==> src/rtl/matmul_seq_ctrl_if.sv <==
// Bundle of host-side and core-side signals for the matrix-multiply sequencer.
// The slave modport is the sequencer. The master modport is whoever drives the host and core.
interface matmul_seq_ctrl_if #(
  parameter int DATA_W = 128,
  parameter int RES_W  = 512,
  parameter int ADDR_W = 1
);
  logic              Start;
  logic [DATA_W-1:0] A_data;
  logic [DATA_W-1:0] B_data;
  logic [DATA_W-1:0] MA_dib;
  logic [DATA_W-1:0] MB_dib;
  logic [ADDR_W-1:0] MA_Addrb;
  logic [ADDR_W-1:0] MB_Addrb;
  logic              MA_enb;
  logic              MA_web;
  logic              MB_enb;
  logic              MB_web;
  logic              Rst_M;
  logic              Rst_Core;
  logic              Go;
  logic              Core_Done;
  logic [RES_W-1:0]  Core_Result;
  logic [RES_W-1:0]  Result;
  logic              Result_Valid;
  logic              Busy;
  logic              Timeout_Err;

  modport slave (
    input  Start, A_data, B_data, Core_Done, Core_Result,
    output MA_dib, MB_dib, MA_Addrb, MB_Addrb, MA_enb, MA_web, MB_enb, MB_web,
           Rst_M, Rst_Core, Go, Result, Result_Valid, Busy, Timeout_Err
  );

  modport master (
    output Start, A_data, B_data, Core_Done, Core_Result,
    input  MA_dib, MB_dib, MA_Addrb, MB_Addrb, MA_enb, MA_web, MB_enb, MB_web,
           Rst_M, Rst_Core, Go, Result, Result_Valid, Busy, Timeout_Err
  );
endinterface

==> src/rtl/matmul_seq_ctrl.sv <==
// Sequencer for the 4x4 matrix-multiply core: it loads the operands, pulses Go, and waits for Done or a timeout.
// Every control output is registered from the decode of the next state, so it matches the current state.
module matmul_seq_ctrl #(
  parameter int DATA_W  = 128,
  parameter int RES_W   = 512,
  parameter int ADDR_W  = 1,
  parameter int TIMEOUT = 1000
) (
  input  logic               Clk,
  input  logic               Rst,
  matmul_seq_ctrl_if.slave   bus
);
  typedef enum logic [2:0] {
    S_INIT = 3'd0, S_IDLE = 3'd1, S_WR_A = 3'd2, S_WR_B = 3'd3,
    S_GO   = 3'd4, S_WAIT = 3'd5, S_DONE = 3'd6, S_ERR  = 3'd7
  } state_t;

  localparam logic [15:0] TO_LAST = 16'(TIMEOUT - 1);

  state_t            state_q, state_d;
  logic [15:0]       cnt_q, cnt_d;
  logic [DATA_W-1:0] b_q, b_d;
  logic [DATA_W-1:0] ma_dib_q, ma_dib_d;
  logic [DATA_W-1:0] mb_dib_q, mb_dib_d;
  logic [RES_W-1:0]  result_q, result_d;
  logic              terr_q, terr_d;
  logic              ma_we_q, ma_we_d;
  logic              mb_we_q, mb_we_d;
  logic              go_q, go_d;
  logic              rst_m_q, rst_m_d;
  logic              rst_core_q, rst_core_d;
  logic              busy_q, busy_d;
  logic              valid_q, valid_d;

  // Next-state, datapath capture and the wait counter.
  always_comb begin
    state_d  = state_q;
    cnt_d    = cnt_q;
    b_d      = b_q;
    ma_dib_d = ma_dib_q;
    mb_dib_d = mb_dib_q;
    result_d = result_q;
    terr_d   = terr_q;
    case (state_q)
      S_INIT: state_d = S_IDLE;
      S_IDLE: begin
        if (bus.Start) begin
          state_d  = S_WR_A;
          ma_dib_d = bus.A_data;
          b_d      = bus.B_data;
          terr_d   = 1'b0;
        end else begin
          state_d = S_IDLE;
        end
      end
      S_WR_A: begin
        state_d  = S_WR_B;
        mb_dib_d = b_q;
      end
      S_WR_B: state_d = S_GO;
      S_GO: begin
        state_d = S_WAIT;
        cnt_d   = 16'd0;
      end
      S_WAIT: begin
        cnt_d = cnt_q + 16'd1;
        // Done wins over a timeout that expires in the same cycle.
        if (bus.Core_Done) begin
          result_d = bus.Core_Result;
          state_d  = S_DONE;
        end else if (cnt_q == TO_LAST) begin
          state_d = S_ERR;
        end else begin
          state_d = S_WAIT;
        end
      end
      S_DONE: state_d = S_IDLE;
      S_ERR: begin
        terr_d  = 1'b1;
        state_d = S_IDLE;
      end
      default: state_d = S_INIT;
    endcase
  end

  // Moore decode of the state being entered; the result is registered below.
  always_comb begin
    ma_we_d    = 1'b0;
    mb_we_d    = 1'b0;
    go_d       = 1'b0;
    rst_m_d    = 1'b0;
    rst_core_d = 1'b1;
    busy_d     = 1'b1;
    valid_d    = 1'b0;
    case (state_d)
      S_INIT: rst_m_d = 1'b1;
      S_IDLE: busy_d  = 1'b0;
      S_WR_A: ma_we_d = 1'b1;
      S_WR_B: mb_we_d = 1'b1;
      S_GO: begin
        rst_core_d = 1'b0;
        go_d       = 1'b1;
      end
      S_WAIT: rst_core_d = 1'b0;
      S_DONE: valid_d    = 1'b1;
      S_ERR:  rst_core_d = 1'b1;
      default: rst_m_d   = 1'b1;
    endcase
  end

  // State and output registers with synchronous reset.
  always_ff @(posedge Clk) begin
    if (Rst) begin
      state_q    <= S_INIT;
      cnt_q      <= 16'd0;
      b_q        <= '0;
      ma_dib_q   <= '0;
      mb_dib_q   <= '0;
      result_q   <= '0;
      terr_q     <= 1'b0;
      ma_we_q    <= 1'b0;
      mb_we_q    <= 1'b0;
      go_q       <= 1'b0;
      rst_m_q    <= 1'b1;
      rst_core_q <= 1'b1;
      busy_q     <= 1'b1;
      valid_q    <= 1'b0;
    end else begin
      state_q    <= state_d;
      cnt_q      <= cnt_d;
      b_q        <= b_d;
      ma_dib_q   <= ma_dib_d;
      mb_dib_q   <= mb_dib_d;
      result_q   <= result_d;
      terr_q     <= terr_d;
      ma_we_q    <= ma_we_d;
      mb_we_q    <= mb_we_d;
      go_q       <= go_d;
      rst_m_q    <= rst_m_d;
      rst_core_q <= rst_core_d;
      busy_q     <= busy_d;
      valid_q    <= valid_d;
    end
  end

  assign bus.MA_dib       = ma_dib_q;
  assign bus.MB_dib       = mb_dib_q;
  assign bus.MA_Addrb     = {ADDR_W{1'b0}};
  assign bus.MB_Addrb     = {ADDR_W{1'b0}};
  assign bus.MA_enb       = ma_we_q;
  assign bus.MA_web       = ma_we_q;
  assign bus.MB_enb       = mb_we_q;
  assign bus.MB_web       = mb_we_q;
  assign bus.Go           = go_q;
  assign bus.Rst_M        = rst_m_q;
  assign bus.Rst_Core     = rst_core_q;
  assign bus.Busy         = busy_q;
  assign bus.Result_Valid = valid_q;
  assign bus.Result       = result_q;
  assign bus.Timeout_Err  = terr_q;
endmodule

==> src/flat_wrapper.sv <==
// flat-port wrapper written by rule: the top's interface ports become plain ports
module matmul_seq_ctrl_flat 
#(
  parameter int DATA_W  = 128,
  parameter int RES_W   = 512,
  parameter int ADDR_W  = 1,
  parameter int TIMEOUT = 1000
)
  (Clk, Rst, bus_Start, bus_A_data, bus_B_data, bus_Core_Done, bus_Core_Result, bus_MA_dib, bus_MB_dib, bus_MA_Addrb, bus_MB_Addrb, bus_MA_enb, bus_MA_web, bus_MB_enb, bus_MB_web, bus_Rst_M, bus_Rst_Core, bus_Go, bus_Result, bus_Result_Valid, bus_Busy, bus_Timeout_Err);
  matmul_seq_ctrl_if #(.DATA_W(DATA_W), .RES_W(RES_W), .ADDR_W(ADDR_W)) bus_i ();
  input  logic Clk;
  input  logic Rst;
  input wire logic [$bits(bus_i.Start)-1:0] bus_Start;
  input wire logic [$bits(bus_i.A_data)-1:0] bus_A_data;
  input wire logic [$bits(bus_i.B_data)-1:0] bus_B_data;
  input wire logic [$bits(bus_i.Core_Done)-1:0] bus_Core_Done;
  input wire logic [$bits(bus_i.Core_Result)-1:0] bus_Core_Result;
  output wire logic [$bits(bus_i.MA_dib)-1:0] bus_MA_dib;
  output wire logic [$bits(bus_i.MB_dib)-1:0] bus_MB_dib;
  output wire logic [$bits(bus_i.MA_Addrb)-1:0] bus_MA_Addrb;
  output wire logic [$bits(bus_i.MB_Addrb)-1:0] bus_MB_Addrb;
  output wire logic [$bits(bus_i.MA_enb)-1:0] bus_MA_enb;
  output wire logic [$bits(bus_i.MA_web)-1:0] bus_MA_web;
  output wire logic [$bits(bus_i.MB_enb)-1:0] bus_MB_enb;
  output wire logic [$bits(bus_i.MB_web)-1:0] bus_MB_web;
  output wire logic [$bits(bus_i.Rst_M)-1:0] bus_Rst_M;
  output wire logic [$bits(bus_i.Rst_Core)-1:0] bus_Rst_Core;
  output wire logic [$bits(bus_i.Go)-1:0] bus_Go;
  output wire logic [$bits(bus_i.Result)-1:0] bus_Result;
  output wire logic [$bits(bus_i.Result_Valid)-1:0] bus_Result_Valid;
  output wire logic [$bits(bus_i.Busy)-1:0] bus_Busy;
  output wire logic [$bits(bus_i.Timeout_Err)-1:0] bus_Timeout_Err;
  assign bus_i.Start = bus_Start;
  assign bus_i.A_data = bus_A_data;
  assign bus_i.B_data = bus_B_data;
  assign bus_i.Core_Done = bus_Core_Done;
  assign bus_i.Core_Result = bus_Core_Result;
  assign bus_MA_dib = bus_i.MA_dib;
  assign bus_MB_dib = bus_i.MB_dib;
  assign bus_MA_Addrb = bus_i.MA_Addrb;
  assign bus_MB_Addrb = bus_i.MB_Addrb;
  assign bus_MA_enb = bus_i.MA_enb;
  assign bus_MA_web = bus_i.MA_web;
  assign bus_MB_enb = bus_i.MB_enb;
  assign bus_MB_web = bus_i.MB_web;
  assign bus_Rst_M = bus_i.Rst_M;
  assign bus_Rst_Core = bus_i.Rst_Core;
  assign bus_Go = bus_i.Go;
  assign bus_Result = bus_i.Result;
  assign bus_Result_Valid = bus_i.Result_Valid;
  assign bus_Busy = bus_i.Busy;
  assign bus_Timeout_Err = bus_i.Timeout_Err;
  matmul_seq_ctrl #(.DATA_W(DATA_W), .RES_W(RES_W), .ADDR_W(ADDR_W), .TIMEOUT(TIMEOUT)) u_core (.Clk(Clk), .Rst(Rst), .bus(bus_i));
endmodule
==> config.mk <==
export PLATFORM = sky130hd
export DESIGN_NAME = matmul_seq_ctrl_flat
export DESIGN_NICKNAME = d
export VERILOG_FILES = /design/src/rtl/matmul_seq_ctrl_if.sv /design/src/rtl/matmul_seq_ctrl.sv /design/src/flat_wrapper.sv
export SDC_FILE = /design/constraint.sdc
export NUM_CORES = 2
export LEC_CHECK = 0
export CORE_AREA = 3 3 611 613
export CTS_CLUSTER_SIZE = 24
export DETAILED_ROUTE_END_ITERATION = 8
export DIE_AREA = 0 0 614 616
export PLACE_DENSITY_LB_ADDON = 0.2
export SLEW_MARGIN = 25
export SYNTH_ARGS = -nofsm -noshare
export SYNTH_HDL_FRONTEND = slang
export SYNTH_SLANG_ARGS = --single-unit
==> constraint.sdc <==
create_clock -name Clk -period 4.8 [get_ports Clk]
set_input_delay 0.96 -clock Clk [delete_from_list [all_inputs] [get_ports Clk]]
set_output_delay 0.96 -clock Clk [all_outputs]
set_load 0.05 [all_outputs]
==> impl_metrics.yaml <==
run_status:
  status: "completed"
cts:
  max-clock-path-buffers: 4
  cts_setup_buffers: 0
  tritoncts: "yes"
  clock-sinks: 923
  hold_buffers: 0
  htreeDepth: 4
  cts_resized: 0
  path_clk_slew_ns: 0.06
  numCtsBuffers: 135
  cts-root-buf: "clkbuf_16"
  clock_latency_ns: 0.79
yosys:
  synth_area_um2: 31800
  yosys.area.top_type: "dfxtp_1"
  synth-edff-count: 0
  postSynthAreaPerCell_um2: 7.87
  synthCells: 4037
  synth_common_cells: "nand2_1, dfxtp_1, a21oi_1"
  synth_area_leaders: "dfxtp_1, nand2_1, a21oi_1, buf_2, clkbuf_1"
  synth_top_area_frac: 0.582
  synth_cell_type_count: 39
  yosys.area_share.simple: 0.226
  synth_adder_area_share: 0.000394
  synth.ff_latch_count: 923
  synth_top_family_by_area: "simple AND/OR/NAND/NOR gates"
  seq_area_frac_synth: 0.582
  async_flop_share: 0
  synth_compound_area_frac: 0.147
  synth_xor_area_frac: 0
  synthFlopType: "dfxtp_1"
  yosysWarningCount: 0
  muxShareOfSynthArea: 0.00209
  synth.most_common_cell: "nand2_1"
place:
  post-place-ws_ns: 1.42
  dp_hpwl_um: 183000
  numPortBuffers: 1549
  gp_congestion: 0.910
flow_run:
  max_cap_viol_count: 0
pwr:
  powerDensity_nw_per_um2: 350
  ir_drop_uv: 188
  p_leak_nw: 17.9
worst_setup_path:
  r2r_setup_slack_ns: 1.94
  cp_num_buf_inv: 1
  crit_family: "buffers and inverters"
  crit_fanout: 2
  r2r_cells: 7
  worstReg2RegStart: "u_core.state_q[0]$_SDFF_PP0_"
  critPathLaunchType: "flop"
  end_kind: "output pin"
  slowest_delay_ns: 0.92
  cp_cell_sequence: "clkdlybuf4s50_1"
  rr_endpoint: "u_core.bus.Result[489]$_SDFFE_PP0P_"
  path_class: "reg -> out"
  critPathRequiredTime_ns: 3.84
  arrival_ns: 2.33
  cpMaxStageDelayCell: "clkdlybuf4s50_1"
timing:
  rsz0062_at_grt: "no"
  fmax_ghz: 0.304
  tns_ns: 0
  finalCriticalPeriod_ns: 3.29
  setup_slack_ns: 1.51
  setup_viol: 0
  whs_ns: 0.418
  slew-limit-headroom: 0.328
  clock_skew_ns: 0.0586
  finalCritPeriodShare: 0.686
  hold_viol: 0
  worstMarginPinSlew_ns: 1.01
  final_max_slew_viol_count: 0
grt:
  overflow: 0
  grt_pass1_vias: 33000
  antenna_found_initial: 71
  grt_pass1_wl_um: 303000
  grt_max_degree: 133
  grt_usage: 0.115
die:
  io_pins: 1552
  die_w_um: 614
  die_area_um2: 378000
  core_um2: 369000
  initial_core_util: 0.0862
  rows: 223
  die_y_um: 616
route:
  wl_per_cell_um: 21.9
  wirelength_um: 231000
  drt_first_iter_violations: 1796
  viasPerCell: 3.19
  drt.antenna.violating_nets: 0
  firstDrtPassIters: 5
  vias: 33600
  drc: 0
final_layout:
  area_growth_pct: 80.4
  layout-drive-gt1-share: 0.0490
  nets: 6241
hold_path:
  worstHoldPathCells: 2
  holdCritPathClass: "reg -> reg"
  hp-start: "u_core.b_q[100]$_SDFFE_PP0P_"
  min_to: "u_core.bus.MB_dib[100]$_SDFFE_PP0N_"
==> cell type report <==
| type | instances | area (um2) |
|---|---|---|
| sequential | 923 | 18500 |
| tap | 4950 | 6190 |
| clock buffer | 190 | 3830 |
| fill | 41800 | 311000 |
| inverter | 1 | 3.75 |
| timing repair buffer | 1606 | 16200 |
| antenna | 16 | 40.0 |
| multi-input combinational | 2801 | 11900 |
| clock inverter | 45 | 609 |
==> state kept, by name, summed over array words and instances, names as in the netlist <==
register,count
u_core.bus.MB_enb,1
u_core.cnt_q,16
u_core.bus.MB_dib,128
u_core.bus.MA_dib,128
u_core.b_q,128
u_core.bus.Rst_Core,1
u_core.bus.Busy,1
u_core.bus.MA_enb,1
u_core.state_q,3
u_core.bus.Result_Valid,1
u_core.bus.Rst_M,1
u_core.bus.Go,1
u_core.bus.Result,512
u_core.bus.Timeout_Err,1
==> power breakdown <==
group          total, W  switching (W)  internal [W]
clock            0.0102        0.00410       0.00613
combinational   0.00191        0.00106      0.000849
sequential      0.00791      0.0000904       0.00782
total            0.0201        0.00526        0.0148
==> worst max-delay path by stage <==
stage                                              startpoint                                  end  slack, ns  cells past startpoint
after floorplan                                     bus_Start  u_core.bus.MA_dib[100]$_SDFFE_PP0P_       2.59                      6
after global placement                              bus_Start   u_core.bus.MA_dib[65]$_SDFFE_PP0P_       1.42                      6
after detailed placement                            bus_Start   u_core.bus.MA_dib[75]$_SDFFE_PP0P_       1.42                      6
after CTS                 u_core.bus.Result[199]$_SDFFE_PP0P_                      bus_Result[199]       1.39                      1
after global routing      u_core.bus.Result[505]$_SDFFE_PP0P_                      bus_Result[505]       1.44                      1
final                     u_core.bus.Result[434]$_SDFFE_PP0P_                      bus_Result[434]       1.51                      1
==> kinds of logic (layout without fill, tap and decap cells) <==
logic type | count (synthesis) | count (layout)
and+or+nand+nor | 1868 | 1868
AOI/OAI and AO/OA | 924 | 924
DFF | 923 | 923
buffers and inverters | 314 | 1842
muxes | 6 | 6
adders and majority gates | 1 | 1
other | 1 | 18
==> through the flow <==
step	cells	cell area, um2	total power, W	utilization
2_1_floorplan	4038	31800	0.00881	-
3_3_place_gp	10300	52800	0.0100	0.143
3_5_place_dp	10300	52800	0.0100	0.143
4_1_cts	10500	57200	0.0206	0.155
5_1_grt	10500	57300	0.0209	0.155
6_report	10500	57300	0.0201	0.155
==> placed cells by master, fill, tap and decap left out, drive strengths merged, types with 2 or more instances in the layout <==
cell type / count
clkinvlp: 6
and3: 2
dfxtp: 923
o21ai: 3
nor2b: 2
a21oi: 911
clkbuf: 190
mux2: 5
nand4: 5
bufinv: 10
o311ai: 3
nor4: 3
nand4b: 3
diode: 16
nor3: 4
clkdlybuf4s50: 1548
nand3: 8
clkinv: 24
nor3b: 5
a31o: 2
nand2: 1803
or3b: 2
nor2: 17
nand3b: 3
conb: 2
inv: 6
buf: 58
or4: 5
==> layer usage <==
metal,vias to the layer above,part of all wire,track usage
li1,15900,-,-
met1,16200,0.39,0.129
met2,1169,0.50,0.207
met3,307,0.078,0.0368
met4,50,0.030,0.0321
met5,-,0.0015,0
Power figures use the tool's default switching activity.
